===== src/rtl/whack_mole_game_if.sv =====
`default_nettype none
// ============================================================================
// Module   : whack_mole_game_if
// Purpose  : Keyboard-event input and board-display output bundle for the
//            whack-a-mole game controller.
// Revision : 1.0
// ============================================================================
interface whack_mole_game_if;
    logic [15:0] keycode;
    logic        oflag;
    logic [7:0]  light;
    logic [7:0]  score;
    logic [7:0]  misses;
    logic [7:0]  round;
    logic        game_over;

    // The key source (PS/2 receiver or bench) is the master.
    modport master (
        output keycode, oflag,
        input  light, score, misses, round, game_over
    );

    modport slave (
        input  keycode, oflag,
        output light, score, misses, round, game_over
    );
endinterface
`default_nettype wire


===== src/rtl/whack_mole_game.sv =====
`default_nettype none
// ============================================================================
// Module   : whack_mole_game
// Purpose  : Whack-a-mole game controller driven by PS/2 make codes.
// Revision : 1.0
// ============================================================================
module whack_mole_game #(
    parameter int MOLE_TICKS  = 50_000_000,
    parameter int PAUSE_TICKS = 12_500_000,
    parameter int ROUNDS      = 16
) (
    input  logic               clk,
    input  logic               rst_n,
    whack_mole_game_if.slave   bus
);

    localparam int MAX_TICKS = (MOLE_TICKS > PAUSE_TICKS) ? MOLE_TICKS : PAUSE_TICKS;
    localparam int TIMER_W   = $clog2(MAX_TICKS);

    localparam logic [TIMER_W-1:0] MOLE_LOAD   = TIMER_W'(MOLE_TICKS - 1);
    localparam logic [TIMER_W-1:0] PAUSE_LOAD  = TIMER_W'(PAUSE_TICKS - 1);
    localparam logic [7:0]         ROUNDS_LAST = 8'(ROUNDS);
    localparam logic [15:0]        LFSR_SEED   = 16'hACE1;
    localparam logic [15:0]        LFSR_MASK   = 16'hB400;

    localparam logic [2:0] ST_IDLE  = 3'd0;
    localparam logic [2:0] ST_SPAWN = 3'd1;
    localparam logic [2:0] ST_UP    = 3'd2;
    localparam logic [2:0] ST_HIT   = 3'd3;
    localparam logic [2:0] ST_MISS  = 3'd4;
    localparam logic [2:0] ST_OVER  = 3'd5;

    logic [2:0]         state_q,      state_d;
    logic [15:0]        lfsr_q,       lfsr_d;
    logic [TIMER_W-1:0] timer_q,      timer_d;
    logic [2:0]         mole_q,       mole_d;
    logic               prev_valid_q, prev_valid_d;
    logic [7:0]         score_q,      score_d;
    logic [7:0]         misses_q,     misses_d;
    logic [7:0]         round_q,      round_d;
    logic [7:0]         light_q,      light_d;
    logic               game_over_q,  game_over_d;

    logic       make_ev;
    logic       start_ev;
    logic       key_is_mole;
    logic [2:0] key_mole;
    logic [2:0] spawn_idx;
    logic [7:0] round_next;

    function automatic logic [7:0] sat_inc(input logic [7:0] v);
        return (v == 8'hFF) ? v : v + 8'd1;
    endfunction

    // Break codes (previous byte F0) never count as key presses.
    always_comb begin
        make_ev     = bus.oflag && (bus.keycode[15:8] != 8'hF0);
        start_ev    = make_ev && (bus.keycode[7:0] == 8'h29);
        key_is_mole = make_ev;
        key_mole    = 3'd0;
        case (bus.keycode[7:0])
            8'h16:   key_mole = 3'd0;
            8'h1E:   key_mole = 3'd1;
            8'h26:   key_mole = 3'd2;
            8'h25:   key_mole = 3'd3;
            8'h2E:   key_mole = 3'd4;
            8'h36:   key_mole = 3'd5;
            8'h3D:   key_mole = 3'd6;
            8'h3E:   key_mole = 3'd7;
            default: key_is_mole = 1'b0;
        endcase
    end

    always_comb begin
        state_d      = state_q;
        lfsr_d       = lfsr_q[0] ? ((lfsr_q >> 1) ^ LFSR_MASK) : (lfsr_q >> 1);
        timer_d      = timer_q;
        mole_d       = mole_q;
        prev_valid_d = prev_valid_q;
        score_d      = score_q;
        misses_d     = misses_q;
        round_d      = round_q;
        spawn_idx    = lfsr_q[2:0];
        round_next   = round_q + 8'd1;

        case (state_q)
            ST_IDLE: begin
                if (start_ev) begin
                    state_d = ST_SPAWN;
                end
            end
            ST_SPAWN: begin
                // Never show the same mole twice in a row; 3-bit add wraps 7 to 0.
                if (prev_valid_q && (spawn_idx == mole_q)) begin
                    spawn_idx = spawn_idx + 3'd1;
                end
                mole_d       = spawn_idx;
                prev_valid_d = 1'b1;
                timer_d      = MOLE_LOAD;
                state_d      = ST_UP;
            end
            ST_UP: begin
                if (key_is_mole && (key_mole == mole_q)) begin
                    score_d = sat_inc(score_q);
                    timer_d = PAUSE_LOAD;
                    state_d = ST_HIT;
                end else if (key_is_mole || (timer_q == '0)) begin
                    misses_d = sat_inc(misses_q);
                    timer_d  = PAUSE_LOAD;
                    state_d  = ST_MISS;
                end else begin
                    timer_d = timer_q - 1'b1;
                end
            end
            ST_HIT, ST_MISS: begin
                if (timer_q == '0) begin
                    round_d = round_next;
                    state_d = (round_next == ROUNDS_LAST) ? ST_OVER : ST_SPAWN;
                end else begin
                    timer_d = timer_q - 1'b1;
                end
            end
            ST_OVER: begin
                if (start_ev) begin
                    score_d      = 8'd0;
                    misses_d     = 8'd0;
                    round_d      = 8'd0;
                    prev_valid_d = 1'b0;
                    state_d      = ST_SPAWN;
                end
            end
            default: begin
                state_d = ST_IDLE;
            end
        endcase
    end

    // Outputs are registered from the next-state view so they track state_q.
    always_comb begin
        light_d     = 8'h00;
        game_over_d = (state_d == ST_OVER);
        case (state_d)
            ST_UP:   light_d = 8'd1 << mole_d;
            ST_HIT:  light_d = 8'hFF;
            ST_OVER: light_d = score_d;
            default: light_d = 8'h00;
        endcase
    end

    always_ff @(posedge clk or negedge rst_n) begin
        if (!rst_n) begin
            state_q      <= ST_IDLE;
            lfsr_q       <= LFSR_SEED;
            timer_q      <= '0;
            mole_q       <= 3'd0;
            prev_valid_q <= 1'b0;
            score_q      <= 8'd0;
            misses_q     <= 8'd0;
            round_q      <= 8'd0;
            light_q      <= 8'h00;
            game_over_q  <= 1'b0;
        end else begin
            state_q      <= state_d;
            lfsr_q       <= lfsr_d;
            timer_q      <= timer_d;
            mole_q       <= mole_d;
            prev_valid_q <= prev_valid_d;
            score_q      <= score_d;
            misses_q     <= misses_d;
            round_q      <= round_d;
            light_q      <= light_d;
            game_over_q  <= game_over_d;
        end
    end

    assign bus.light     = light_q;
    assign bus.score     = score_q;
    assign bus.misses    = misses_q;
    assign bus.round     = round_q;
    assign bus.game_over = game_over_q;

endmodule
`default_nettype wire


===== src/flat_wrapper.sv =====
// flat-port wrapper written by rule: the top's interface ports become plain ports
module whack_mole_game_flat 
#(
    parameter int MOLE_TICKS  = 50_000_000,
    parameter int PAUSE_TICKS = 12_500_000,
    parameter int ROUNDS      = 16
)
  (clk, rst_n, bus_keycode, bus_oflag, bus_light, bus_score, bus_misses, bus_round, bus_game_over);
  whack_mole_game_if bus_i ();
  input  logic clk;
  input  logic rst_n;
  input wire logic [$bits(bus_i.keycode)-1:0] bus_keycode;
  input wire logic [$bits(bus_i.oflag)-1:0] bus_oflag;
  output wire logic [$bits(bus_i.light)-1:0] bus_light;
  output wire logic [$bits(bus_i.score)-1:0] bus_score;
  output wire logic [$bits(bus_i.misses)-1:0] bus_misses;
  output wire logic [$bits(bus_i.round)-1:0] bus_round;
  output wire logic [$bits(bus_i.game_over)-1:0] bus_game_over;
  assign bus_i.keycode = bus_keycode;
  assign bus_i.oflag = bus_oflag;
  assign bus_light = bus_i.light;
  assign bus_score = bus_i.score;
  assign bus_misses = bus_i.misses;
  assign bus_round = bus_i.round;
  assign bus_game_over = bus_i.game_over;
  whack_mole_game #(.MOLE_TICKS(MOLE_TICKS), .PAUSE_TICKS(PAUSE_TICKS), .ROUNDS(ROUNDS)) u_core (.clk(clk), .rst_n(rst_n), .bus(bus_i));
endmodule

===== config.mk =====
export PLATFORM = sky130hd
export DESIGN_NAME = whack_mole_game_flat
export DESIGN_NICKNAME = d
export VERILOG_FILES = /design/src/rtl/whack_mole_game_if.sv /design/src/rtl/whack_mole_game.sv /design/src/flat_wrapper.sv
export SDC_FILE = /design/constraint.sdc
export NUM_CORES = 1
export LEC_CHECK = 0
export BUFFER_PORTS_ARGS = -buffer_cell sky130_fd_sc_hd__buf_2
export CAP_MARGIN = 20
export CORE_MARGIN = 10
export CORE_UTILIZATION = 53
export DETAILED_ROUTE_END_ITERATION = 7
export PLACE_DENSITY = 0.8
export SLEW_MARGIN = 40
export SYNTH_ARGS = -nofsm -noshare
export SYNTH_HDL_FRONTEND = slang
export SYNTH_SLANG_ARGS = --single-unit

===== constraint.sdc =====
create_clock -name clk -period 2.81 [get_ports clk]
set_input_delay 0.843 -clock clk [delete_from_list [all_inputs] [get_ports clk]]
set_output_delay 0.843 -clock clk [all_outputs]
set_load 0.05 [all_outputs]

-- Yosys cells after proc, flatten, opt, wreduce, memory -nomap -nowiden
Cells that the tools add are included.
- $add $sub $neg: 5
- equality and inequality tests: 29
- shifts and indexed selects: 1
- muxes and demuxes: 29
- bitwise operators: 1
- reductions and logical operators: 18
- operators by type and width (kind ; count):
    2-to-1 mux 26 bit ; 3
    case mux 26 bit (3 select lines) ; 1
    2-to-1 mux 8 bit ; 8
    equality test 8 x 6 -> 1 bit, second input constant ; 7
    case mux 8 bit (2 select lines) ; 3
    logical NOT 26 bit ; 1
    subtractor 26 x 1 -> 26 bit, second input constant ; 1
    adder 8 x 1 -> 8 bit, second input constant ; 3
    equality test 8 x 5 -> 1 bit, second input constant ; 3
    case mux 8 bit (3 select lines) ; 1
    2-to-1 mux 3 bit ; 7
    case mux 3 bit (7 select lines) ; 1
    equality test 8 bit, second input constant ; 2
    2-to-1 mux 16 bit ; 1
    equality test 3 x 2 -> 1 bit, second input constant ; 4
    case mux 3 bit (4 select lines) ; 1
    equality test 3 bit, second input constant ; 3
    inequality test 8 bit, second input constant ; 1
    OR reduction 8 bit ; 1
    << shifter 1 x 3 -> 8 bit, first input constant ; 1
    equality test 3 bit ; 2
    inequality test 2 x 1 -> 1 bit, second input constant ; 3
    inequality test 2 bit, second input constant ; 3
    nonzero test 2 bit ; 3
    13 further kinds ; 19
- register bits: 82
- output and inout bits: 33
- logic and storage cells: 93

-- Longest topological paths before layout
Gate-level depths: netlist of the first run.
- depth after elaboration: 9
- depth in mapped cells: 11
- gate-level depth less buffers: 10

-- Least setup slack after synthesis of the first run
Ideal clock, no wire load.
- path kind: input to register
- from: input port bus_keycode[1]
- to: register u_core.misses_q[7] (netlist: u_core.bus.misses[7])
- data arrival time: 2943 ps
- path slack: -210 ps
- stages on the path: 9
- path buffers: 1
- path through: nand2b_1 > o22ai_1 > o21ai_0 > a22o_1 > o211a_1 > or3_1 > buf_2 > or4_1 > a21oi_1
- cells in the longest elaborated chain, start to end: 6
- elaborated cells between the ends (all ways): 20
- classes of those cells: eq/ne (13); mux (2); reduce/logical (5)
- ends and longest elaborated chain (element ; line ; source):
    from (decl) ; flat_wrapper.sv:12 ; input wire logic [$bits(bus_i.keycode)-1:0] bus_keycode;
    equality test 8 x 6 -> 1 bit or equality test 8 x 5 -> 1 bit (tied branches) ; whack_mole_game.sv:61 ; case (bus.keycode[7:0])
    case mux 3 bit (7 select lines) or OR reduction 8 bit (tied branches) ; n/a ;
    equality test 3 bit or 2-to-1 mux 1 bit (tied branches) ; whack_mole_game.sv:103, whack_mole_game.sv:61 ;
    logical AND 1 bit or logical OR 1 bit (tied branches) ; whack_mole_game.sv:103, whack_mole_game.sv:107 ;
    inequality test 2 bit (no line) or inequality test 2 x 1 -> 1 bit (tied branches) ; n/a ;
    AND reduction 5 bit (no line) * ; n/a ;
    to (signal assigned) ; whack_mole_game.sv:169 ; misses_q <= misses_d;
    to (decl) ; whack_mole_game.sv:39 ; logic [7:0] misses_q, misses_d;
Mark *: on every way between the ends. The rest lies on a longest branch, timed or not.
A chain may end at the register's enable or synchronous reset.

-- Worst setup path in the final report of the first run
- from: input port bus_keycode[3]
- to: register u_core.light_q[7] (netlist: u_core.bus.light[7])
- cells in the longest elaborated chain, start to end: 9
- elaborated cells between the ends (all ways): 27
- classes of those cells: eq/ne (13); mux (10); reduce/logical (4)
- ends and longest elaborated chain (element ; line ; source):
    equality test 8 x 5 -> 1 bit or equality test 8 x 6 -> 1 bit (tied branches) ; whack_mole_game.sv:61 ;
    OR reduction 8 bit (no line) ; n/a ;
    2-to-1 mux 1 bit ; whack_mole_game.sv:61 ;
    logical OR 1 bit ; whack_mole_game.sv:107 ; end else if (key_is_mole || (timer_q == '0)) begin
    2-to-1 mux 3 bit ; whack_mole_game.sv:107 ;
    2-to-1 mux 3 bit ; whack_mole_game.sv:103 ; if (key_is_mole && (key_mole == mole_q)) begin
    case mux 3 bit (4 select lines) * ; whack_mole_game.sv:86 ; case (state_q)
    net u_core.state_d[0] ; whack_mole_game.sv:33 ; logic [2:0] state_q, state_d;
    equality test 3 bit or equality test 3 x 2 -> 1 bit (tied branches) ; whack_mole_game.sv:142 ; case (state_d)
    case mux 8 bit (3 select lines) * ; whack_mole_game.sv:142 ;
    net u_core.light_d[7] ; whack_mole_game.sv:41 ; logic [7:0] light_q, light_d;
    to (signal assigned) ; whack_mole_game.sv:171 ; light_q <= light_d;
    to (decl) ; whack_mole_game.sv:41 ;
The timed path passes the listed nets; every way through them passes the cells marked *.

==> results.cfg, run 1 <==
[final_layout]
area_growth_pct = 21.7
nets = 592
final_cells = 676
finalInstanceArea_um2 = 5390
post-route-util_pct = 66.0
drive_gt1_share_pct = 25.2
num_antenna_cells = 0

[setup_path]
path_max_fanout = 9
crit_type = in -> reg
crit_path_end_kind = register
start_kind = input pin
critPathArrivalTime_ns = 2.96
crit_required_ns = 3.06

[sta]
min_period_ns = 2.70
worst_pin_slew_ns = 0.483
finalClockSkew_ns = 0.0120
finalCritPeriodShare_pct = 96.1
setup_viol = 0
finalHoldViolCount = 0
relSlewSlack_pct = 67.8
slew_violations = 0
rsz0062_at_grt = yes
fmaxAchievable_mhz = 370
finalSetupTns_ns = 0

[route]
vias = 4064
wl_per_cell_um = 16.0
drt_pass1_iterations = 6
drc = 0
drt_wl_total_um = 10800
vias_per_cell = 6.01
ant_nets = 0
drt_iter0_drc = 212

[die]
pin_count = 52
initial_core_util_pct = 54.2
dieArea_um2 = 12400
core_region_area_um2 = 8180
rows = 33
die_w_um = 111
dieHeight_um = 111

[power]
powerDensity_nw_per_um2 = 395
vdd_drop_max_mv = 0.253
power.leakage_nw = 2.40
total_power_mw = 2.13

[placement]
gp_congestion = 0.859
io_buffers = 51
dp_hpwl_um = 7930
dpl-instance-area_um2 = 5150
placedCellCount = 659

[grt]
grt_use_total_pct = 17.2
grt_pass1_vias = 3882
grt_max_degree = 46
grt_pass1_wl_um = 18400
antenna_found_initial = 0
overflow = 0

[synthesis]
ys_warn_count = 0
async_reset_ff_share_pct = 100
synth.net_count = 503
synth_flop_cell = dfrtp_1
synth_edf_count = 0
netlist_area_um2 = 4430
synth_cells = 477
postSynthAreaPerCell_um2 = 9.29
synth_seq_cells = 82
synth_cell_types = 64
yosysSeqAreaShare_pct = 46.5

[cts]
clk_latency_ns = 0.36
ctsHtreeMaxLevel = 3
cts.sink_count = 82
cts_buffer_depth = 2
clk_root_buffer_cell = clkbuf_8
cts_tree = built
path_clk_slew_ns = 0.08
cts_buffers = 9

[status]
status = complete, no violations

[run]
drv_cap = 0

[min_path]
min_path_type = reg -> reg
==> state kept, by name, indices dropped and copies added, names as in the netlist <==
| signal | count |
|---|---|
| u_core.timer_q | 26 |
| u_core.lfsr_q | 16 |
| u_core.bus.score | 8 |
| u_core.bus.game_over | 1 |
| u_core.mole_q | 3 |
| u_core.prev_valid_q | 1 |
| u_core.bus.misses | 8 |
| u_core.state_q | 3 |
| u_core.bus.round | 8 |
| u_core.bus.light | 8 |
==> placed cells by master, fill, tap and decap left out, types with 7 or more instances in the layout <==
master    instances
nor2_1           57
and3_1           11
nor3_1           15
nand3_1          21
buf_4            44
clkbuf_8         11
a221o_1           8
nand2_1          37
dfstp_2           8
a31oi_1          16
xnor2_1          10
xor2_1            8
a21oi_1          28
buf_2            50
o21ai_0          24
o21ai_1           9
inv_1             9
and2_1            8
ha_1              7
dfrtp_1          74
nor2b_1           7
==> path summary, 6_finish.rpt <==
kind	to	cells after the start	start	slack, ns
setup / recovery	u_core.bus.light[7]$_DFF_PN0_	9	bus_keycode[3]	0.11
hold / removal	u_core.lfsr_q[2]$_DFF_PN0_	0	u_core.lfsr_q[3]$_DFF_PN0_	0.35
setup reg to reg	u_core.bus.light[7]$_DFF_PN0_	7	u_core.timer_q[9]$_DFFE_PN0P_	0.12
hold reg to reg	u_core.lfsr_q[2]$_DFF_PN0_	0	u_core.lfsr_q[3]$_DFF_PN0_	0.35
max in group asynchronous	u_core.lfsr_q[0]$_DFF_PN1_	2	rst_n	1.72
min in group asynchronous	u_core.timer_q[2]$_DFFE_PN0P_	1	rst_n	0.44
==> cells in the mapped netlist (3+ instances only) <==
cell type | n | area share [%]
dfrtp_1 | 74 | 42
nor2_1 | 57 | 4.8
nand2_1 | 37 | 3.1
a21oi_1 | 28 | 3.2
o21ai_0 | 27 | 3.0
nand3_1 | 21 | 2.4
a31oi_1 | 16 | 2.3
clkbuf_1 | 16 | 1.4
nor3_1 | 15 | 1.7
and3_1 | 11 | 1.6
xnor2_1 | 10 | 2.0
inv_1 | 9 | 0.76
nor4_1 | 9 | 1.3
a221o_1 | 8 | 1.8
and2_1 | 8 | 1.1
dfstp_2 | 8 | 4.7
xor2_1 | 8 | 1.6
ha_1 | 7 | 2.0
nor2b_1 | 7 | 0.99
o21ai_1 | 7 | 0.79
nand2b_1 | 6 | 0.85
or3_1 | 6 | 0.85
or4_1 | 6 | 1.0
a22o_1 | 5 | 0.99
nand4_1 | 5 | 0.71
o22a_1 | 5 | 0.99
o31ai_1 | 5 | 0.85
and4b_1 | 3 | 0.68
mux2i_1 | 3 | 0.68
o22ai_1 | 3 | 0.42
==> power by group <==
group / internal [mW] / switching [mW]
clock network: 0.454 / 0.424
registers: 1.18 / 0
logic: 0.0274 / 0.0429
total: 1.66 / 0.467
==> worst max-delay path: stages <==
cell      delay [ns]
buf_2           0.12
xnor2_1         0.21
a21boi_2        0.23
o21ai_1         0.07
a22o_1          0.25
o211a_4         0.28
o311a_1         0.31
and2_1          0.25
a221o_1         0.38
==> cell type report <==
type	count	area [um2]
fill	655	2780
sequential	82	2060
clock inverter	5	52.6
tap	105	131
inverter	9	33.8
timing repair buffer	97	641
clock buffer	11	151
multi-input combinational	367	2320
==> logic make-up after synthesis <==
| logic type | share of synthesized area (%) |
|---|---|
| buffers and inverters | 2.74 |
| xor gates and xnor gates | 3.56 |
| DFF | 46.5 |
| adders and majority gates | 1.98 |
| AOI/OAI and AO/OA | 19.1 |
| muxes | 1.19 |
| and+or+nand+nor | 24.9 |
==> routing by layer <==
layer,track usage (%),wire length (um),vias to the layer above
li1,-,-,1942
met1,21.5,4760,1963
met2,28.4,5300,140
met3,3.60,579,19
met4,6.68,189,0
met5,0,0,-
==> stage by stage <==
| stage | hold slack [ns] | worst slack (ns) |
|---|---|---|
| finish | 0.352 | 0.108 |
| global route | 0.359 | -0.00321 |
| CTS | 0.352 | 0.0325 |
| detailed placement | 0.343 | -0.289 |
| global placement | 0.336 | -0.228 |
| floorplan | 0.331 | -0.0311 |
==> what timing repair did <==
action / in CTS / in global routing
gates resized for setup: 0 / 8
hold buffers: 0 / 0
endpoints found under the hold margin: 0 / 0
endpoints found under the setup margin: 0 / 29
buffers inserted: 0 / 1
Note: power is estimated with default switching activity, not from simulation.
==> run 2, diff against run 1 <==
- CORE_UTILIZATION: 53 -> 58
- CTS_CLUSTER_SIZE: not set -> 20
- PLACE_DENSITY: 0.8 -> 0.83
- clock period: 2.81 -> 2.7 ns (I/O delays scaled with it)
==> run 2 against run 1 <==
The run now ends with negative setup slack left. Via count grew 8.0%. Clock-buffer cell count shrank 1. Critical path depth grew 4. Global-route usage grew 2.3 points.
==> results.cfg, run 2 (synthesis gave the netlist of run 1 again) <==
[status]
status = finished, violations left
violations = negative setup slack

[route]
vias_per_cell = 6.33
drc = 0
ant_nets = 0
drt_pass1_iterations = 5
vias = 4391
drt_iter0_drc = 361
drt_wl_total_um = 12800
wl_per_cell_um = 18.4

[placement]
placedCellCount = 664
gp_congestion = 0.862
dp_hpwl_um = 8160
io_buffers = 51

[setup_path]
path_max_fanout = 14
critical_path.top_delay_family = simple AND/OR/NAND/NOR gates
critPathArrivalTime_ns = 3.10
cp_num_cells = 13
crit_path_end_kind = register
path_buf_inv = 5
critical_path.max_stage_delay_ns = 0.41
crit_type = reg -> reg
r2r_cells = 13
rrSetupSlack_ns = -0.16
crit_slowest_cell = dfrtp_1
crit_chain = nor4_4 -> buf_4 -> nand4b_1 -> nor3_4 -> buf_6 -> buf_6 -> a211oi_4 -> nor3_2 -> buf_4 -> buf_8 -> a21oi_1 -> nor2_1 -> a31oi_2
start_kind = register
crit_required_ns = 2.94

[sta]
hold_slack_ns = 0.354
slew_violations = 0
setup_ws_ns = -0.161
finalCritPeriodShare_pct = 106
finalClockSkew_ns = 0.00734
min_period_ns = 2.86
worst_pin_slew_ns = 0.522
relSlewSlack_pct = 64.8
finalHoldViolCount = 0
fmaxAchievable_mhz = 349
setup_viol = 33
rsz0062_at_grt = yes

[cts]
cts_buffers = 9
clk_latency_ns = 0.37
cts_tree = built
path_clk_slew_ns = 0.08
cts_buffer_depth = 2
clk_root_buffer_cell = clkbuf_8
ctsHtreeMaxLevel = 3
cts.sink_count = 82

[final_layout]
top_register = u_core.timer_q
largestRegisters = u_core.timer_q (26), u_core.lfsr_q (16)
final_cells = 694
nets = 616
largest_reg_flops = 26
post-route-util_pct = 79.3
num-fill-cells = 425
layout_common_cells = dfrtp_1, buf_4, nor2_1
num_antenna_cells = 0
area_growth_pct = 31.2
drive_gt1_share_pct = 33.9
layout_commonest_cell = dfrtp_1

[die]
rows = 31
initial_core_util_pct = 60.5
dieArea_um2 = 11500
pin_count = 52
core_region_area_um2 = 7330
dieHeight_um = 107
die_w_um = 107

[grt]
grt_max_degree = 44
grt_pass1_wl_um = 18500
antenna_found_initial = 0
overflow = 0
grt_use_total_pct = 19.5
grt_pass1_vias = 3989

[power]
switchingPower_mw = 0.524
vdd_drop_max_mv = 0.283
internal-power_mw = 1.69
power.leakage_nw = 2.60
total_power_mw = 2.22
power_frac_seq_pct = 55.4
comb_power_share_pct = 3.8
switching_share_pct = 23.7
powerDensity_nw_per_um2 = 381
power_frac_clock_pct = 40.8

[min_path]
whs_path_depth = 0
min_path_type = reg -> reg

[run]
drv_cap = 0
[run 2: cell count changes in the layout (fill, tap and decap cells not counted), moves of 4 or more]
cell,before,now
a31oi_2,0,4
and2_4,0,5
a31oi_1,16,12
buf_4,44,61
buf_6,0,4
and2_1,8,3
[run 2: worst paths after layout]
kind | endpoint | startpoint
max | u_core.timer_q[3]$_DFFE_PN0P_ | u_core.timer_q[18]$_DFFE_PN0P_
min | u_core.lfsr_q[8]$_DFF_PN0_ | u_core.lfsr_q[9]$_DFF_PN0_
max reg2reg | u_core.timer_q[3]$_DFFE_PN0P_ | u_core.timer_q[18]$_DFFE_PN0P_
min reg2reg | u_core.lfsr_q[8]$_DFF_PN0_ | u_core.lfsr_q[9]$_DFF_PN0_
max in group asynchronous | u_core.lfsr_q[10]$_DFF_PN1_ | rst_n
min in group asynchronous | u_core.lfsr_q[12]$_DFF_PN0_ | rst_n
[run 2: layout make-up]
type	instances	area, um2	share of cell area, %
clock buffers	10	128	2.20
inverters	9	33.8	0.581
multi-input cells	368	2540	43.8
well taps	99	124	2.13
clock inverters	6	67.6	1.16
repair buffers	120	853	14.7
flip-flops and latches	82	2060	35.5
[run 2: metal layers]
layer / routed length (um) / part of all wire (%) / track usage, % / vias up
met5: 0 / 0 / 0 / -
met1: 4950 / 39 / 24.3 / 2163
met3: 798 / 6.2 / 4.19 / 40
li1: - / - / - / 1992
met2: 6640 / 52 / 32.0 / 196
met4: 388 / 3.0 / 8.49 / 0
[run 2: worst reg2reg max path: stages (launching register included)]
cell and delay (ns):
dfrtp_1 0.41, nor4_4 0.30, buf_4 0.16, nand4b_1 0.31, nor3_4 0.38, buf_6 0.15, buf_6 0.12, a211oi_4 0.08
nor3_2 0.18, buf_4 0.18, buf_8 0.16, a21oi_1 0.07, nor2_1 0.18, a31oi_2 0.05
[run 2: what timing repair did]
action                                  CTS  global route
endpoints found under the setup margin   20            40
hold buffers                              0             0
buffers inserted                          3             9
gates resized for setup                   6            60
gates cloned                              0             2
pin swaps                                 2            16
[run 2: stage by stage]
stage / instance area [um2] / worst slack [ns] / TNS [ns]
floorplan: 4490 / -0.108 / -0.967
CTS: 5470 / 0.00470 / 0
global placement: 5230 / -0.305 / -6.05
finish: 5810 / -0.161 / -2.37
global route: 5810 / -0.259 / -5.61
detailed placement: 5230 / -0.378 / -9.68
[run 2: power by group through the flow]
| stage | Sequential [mW] | Combinational, mW | Clock, mW |
|---|---|---|---|
| 2_1_floorplan | 1.25 | 0.0216 | 0 |
| 3_3_place_gp | 1.25 | 0.0720 | 0 |
| 3_5_place_dp | 1.25 | 0.0753 | 0 |
| 4_1_cts | 1.23 | 0.0755 | 0.913 |
| 5_1_grt | 1.23 | 0.0917 | 0.969 |
| 6_report | 1.23 | 0.0835 | 0.905 |
==> run 3, diff against run 2 <==
--- a/config.mk
+++ b/config.mk
@@ -7,9 +7,9 @@
 export LEC_CHECK = 0
-export BUFFER_PORTS_ARGS = -buffer_cell sky130_fd_sc_hd__buf_2
 export CAP_MARGIN = 20
 export CORE_MARGIN = 10
-export CORE_UTILIZATION = 58
+export CORE_UTILIZATION = 64
 export CTS_CLUSTER_SIZE = 20
 export DETAILED_ROUTE_END_ITERATION = 7
-export PLACE_DENSITY = 0.83
+export DONT_BUFFER_PORTS = 1
+export PLACE_DENSITY = 0.84
 export SLEW_MARGIN = 40
--- a/constraint.sdc
+++ b/constraint.sdc
@@ -3,2 +3,2 @@
 set_output_delay 0.81 -clock clk [all_outputs]
-set_load 0.05 [all_outputs]
+set_load 0.1 [all_outputs]
==> run 3 against run 2 <==
The flow now finishes without violations. Die area is 7.7% lower. Routed wire length is 8.6% lower. Power is 4.3% higher. Register-to-register slack better by 0.19 ns. Clock skew hardly changed. Sequential cell count stayed put. Design area is 4.9% lower. Sequential share of layout area is 1.9 points higher. Largest cell class unchanged.
==> results.cfg, run 3 (synthesis gave the netlist of run 1 again) <==
[setup_path]
critical_path.top_delay_family = simple AND/OR/NAND/NOR gates
critical_path.max_stage_delay_ns = 0.53
rrSetupSlack_ns = 0.03
reg2reg_from = u_core.timer_q[9]$_DFFE_PN0P_
path_max_fanout = 5
crit_path_end_kind = register
cp_num_cells = 8
crit_slowest_cell = or4_4
crit_required_ns = 2.96
crit_chain = or2_1 -> or4_4 -> or4_4 -> or3_4 -> nor3_4 -> o21ai_1 -> nor2b_1 -> a31oi_1
critPathArrivalTime_ns = 2.93
critPathCapture = u_core.timer_q[19]$_DFFE_PN0P_
r2r_cells = 8
crit_path_frequent_cell = or4_4
start_kind = register
crit_type = reg -> reg
path_buf_inv = 0
reg2reg_to = u_core.timer_q[19]$_DFFE_PN0P_
cp-startpoint = u_core.timer_q[9]$_DFFE_PN0P_

[final_layout]
layout_commonest_cell = buf_4
post-route-util_pct = 81.9
finalInstanceArea_um2 = 5530
num_antenna_cells = 0
nets = 584
largestRegisters = u_core.timer_q (26), u_core.lfsr_q (16)
drive_gt1_share_pct = 27.7
layout_common_cells = buf_4, dfrtp_1, nor2_1
area_growth_pct = 24.8
top_register = u_core.timer_q
largest_reg_flops = 26

[power]
powerDensity_nw_per_um2 = 418
power_frac_clock_pct = 45.7
internal-power_mw = 1.86
comb_power_share_pct = 1.2
switchingPower_mw = 0.451
vdd_drop_max_mv = 0.541
switching_share_pct = 19.5
total_power_mw = 2.31
power.leakage_nw = 2.44
power_frac_seq_pct = 53.1

[grt]
grt_max_degree = 83
antenna_found_initial = 0
overflow = 0
grt_pass1_vias = 4025
grt_pass1_wl_um = 19000
grt_use_total_pct = 22.4

[sta]
worst_pin_slew_ns = 0.520
finalClockSkew_ns = 0.00714
relSlewSlack_pct = 65.0
finalHoldViolCount = 0
setup_viol = 0
finalSetupTns_ns = 0
finalCritPeriodShare_pct = 98.8
min_period_ns = 2.67
fmaxAchievable_mhz = 375
slew_violations = 0
rsz0062_at_grt = yes
setup_ws_ns = 0.0313

[die]
die_w_um = 103
rows = 30
dieArea_um2 = 10700
initial_core_util_pct = 65.6
dieHeight_um = 103
core_region_area_um2 = 6760
pin_count = 52

[route]
drt_wl_total_um = 11700
vias_per_cell = 6.41
ant_nets = 0
vias = 4123
drt_iter0_drc = 271
wl_per_cell_um = 18.2
drc = 0
drt_pass1_iterations = 5

[cts]
cts_tree = built
clk_root_buffer_cell = clkbuf_8
path_clk_slew_ns = 0.08
cts.sink_count = 82
cts_buffer_depth = 2
cts_buffers = 9
clk_latency_ns = 0.35
hold_buffers = 0
ctsHtreeMaxLevel = 3

[run]
drv_cap = 0

[placement]
dp_hpwl_um = 8120
place_ws_ns = -0.325
gp_congestion = 0.888
dpl-instance-area_um2 = 5140
io_buffers = 0

[min_path]
min_path_type = in -> async

[status]
status = complete, no violations
-- run 3: changes by cell type in the layout (fill, tap and decap cells not counted), moves of 3 or more --
cell	change
o21ai_0	+3
buf_4	+25
nor4_1	-3
a31oi_1	+3
o21ai_2	-3
nor4_2	+4
a31oi_2	-3
buf_2	-50
-- run 3: routing by layer --
layer  GRT usage (%)  up-vias  wire length, um  part of all wire, %
li1                -     1917                -                    -
met1            27.1     1998             4610                   39
met2            36.6      175             5910                   51
met3            6.58       33              858                  7.3
met4            8.98        0              305                  2.6
met5               0        -                0                    0
-- run 3: worst min-delay path by stage --
stage,endpoint,cells past startpoint,from
floorplan,u_core.lfsr_q[2]$_DFF_PN0_,0,u_core.lfsr_q[3]$_DFF_PN0_
global placement,u_core.lfsr_q[11]$_DFF_PN1_,0,u_core.lfsr_q[12]$_DFF_PN0_
detailed placement,u_core.lfsr_q[7]$_DFF_PN1_,0,u_core.lfsr_q[8]$_DFF_PN0_
CTS,u_core.lfsr_q[8]$_DFF_PN0_,0,rst_n
global route,u_core.lfsr_q[2]$_DFF_PN0_,0,rst_n
finish,u_core.lfsr_q[14]$_DFF_PN0_,0,rst_n
-- run 3: final cells by class --
cell class | instances | area, um2
well taps | 80 | 100
clock buffers | 10 | 128
inverters | 9 | 33.8
multi-input cells | 367 | 2400
fillers | 355 | 1230
clock inverters | 6 | 115
repair buffers | 89 | 688
flip-flops and latches | 82 | 2070
-- run 3: stage by stage --
step / hold WS (ns) / instances
after floorplan: 0.331 / 477
after global placement: 0.337 / 623
after detailed placement: 0.338 / 623
after CTS: 0.138 / 640
after global routing: 0.113 / 643
final: 0.145 / 643
-- run 3: power groups by stage --
stage	Clock (mW)	Sequential, mW	Combinational, mW
2_1_floorplan	0	1.25	0.0216
3_3_place_gp	0	1.25	0.0250
3_5_place_dp	0	1.25	0.0257
4_1_cts	1.07	1.23	0.0259
5_1_grt	1.13	1.23	0.0290
6_report	1.06	1.23	0.0266
-- run 3: what timing repair did --
action,4_1_cts,5_1_grt
endpoints found under the setup margin,25,34
pin swaps,1,4
gates resized for setup,8,21
buffers inserted,1,3
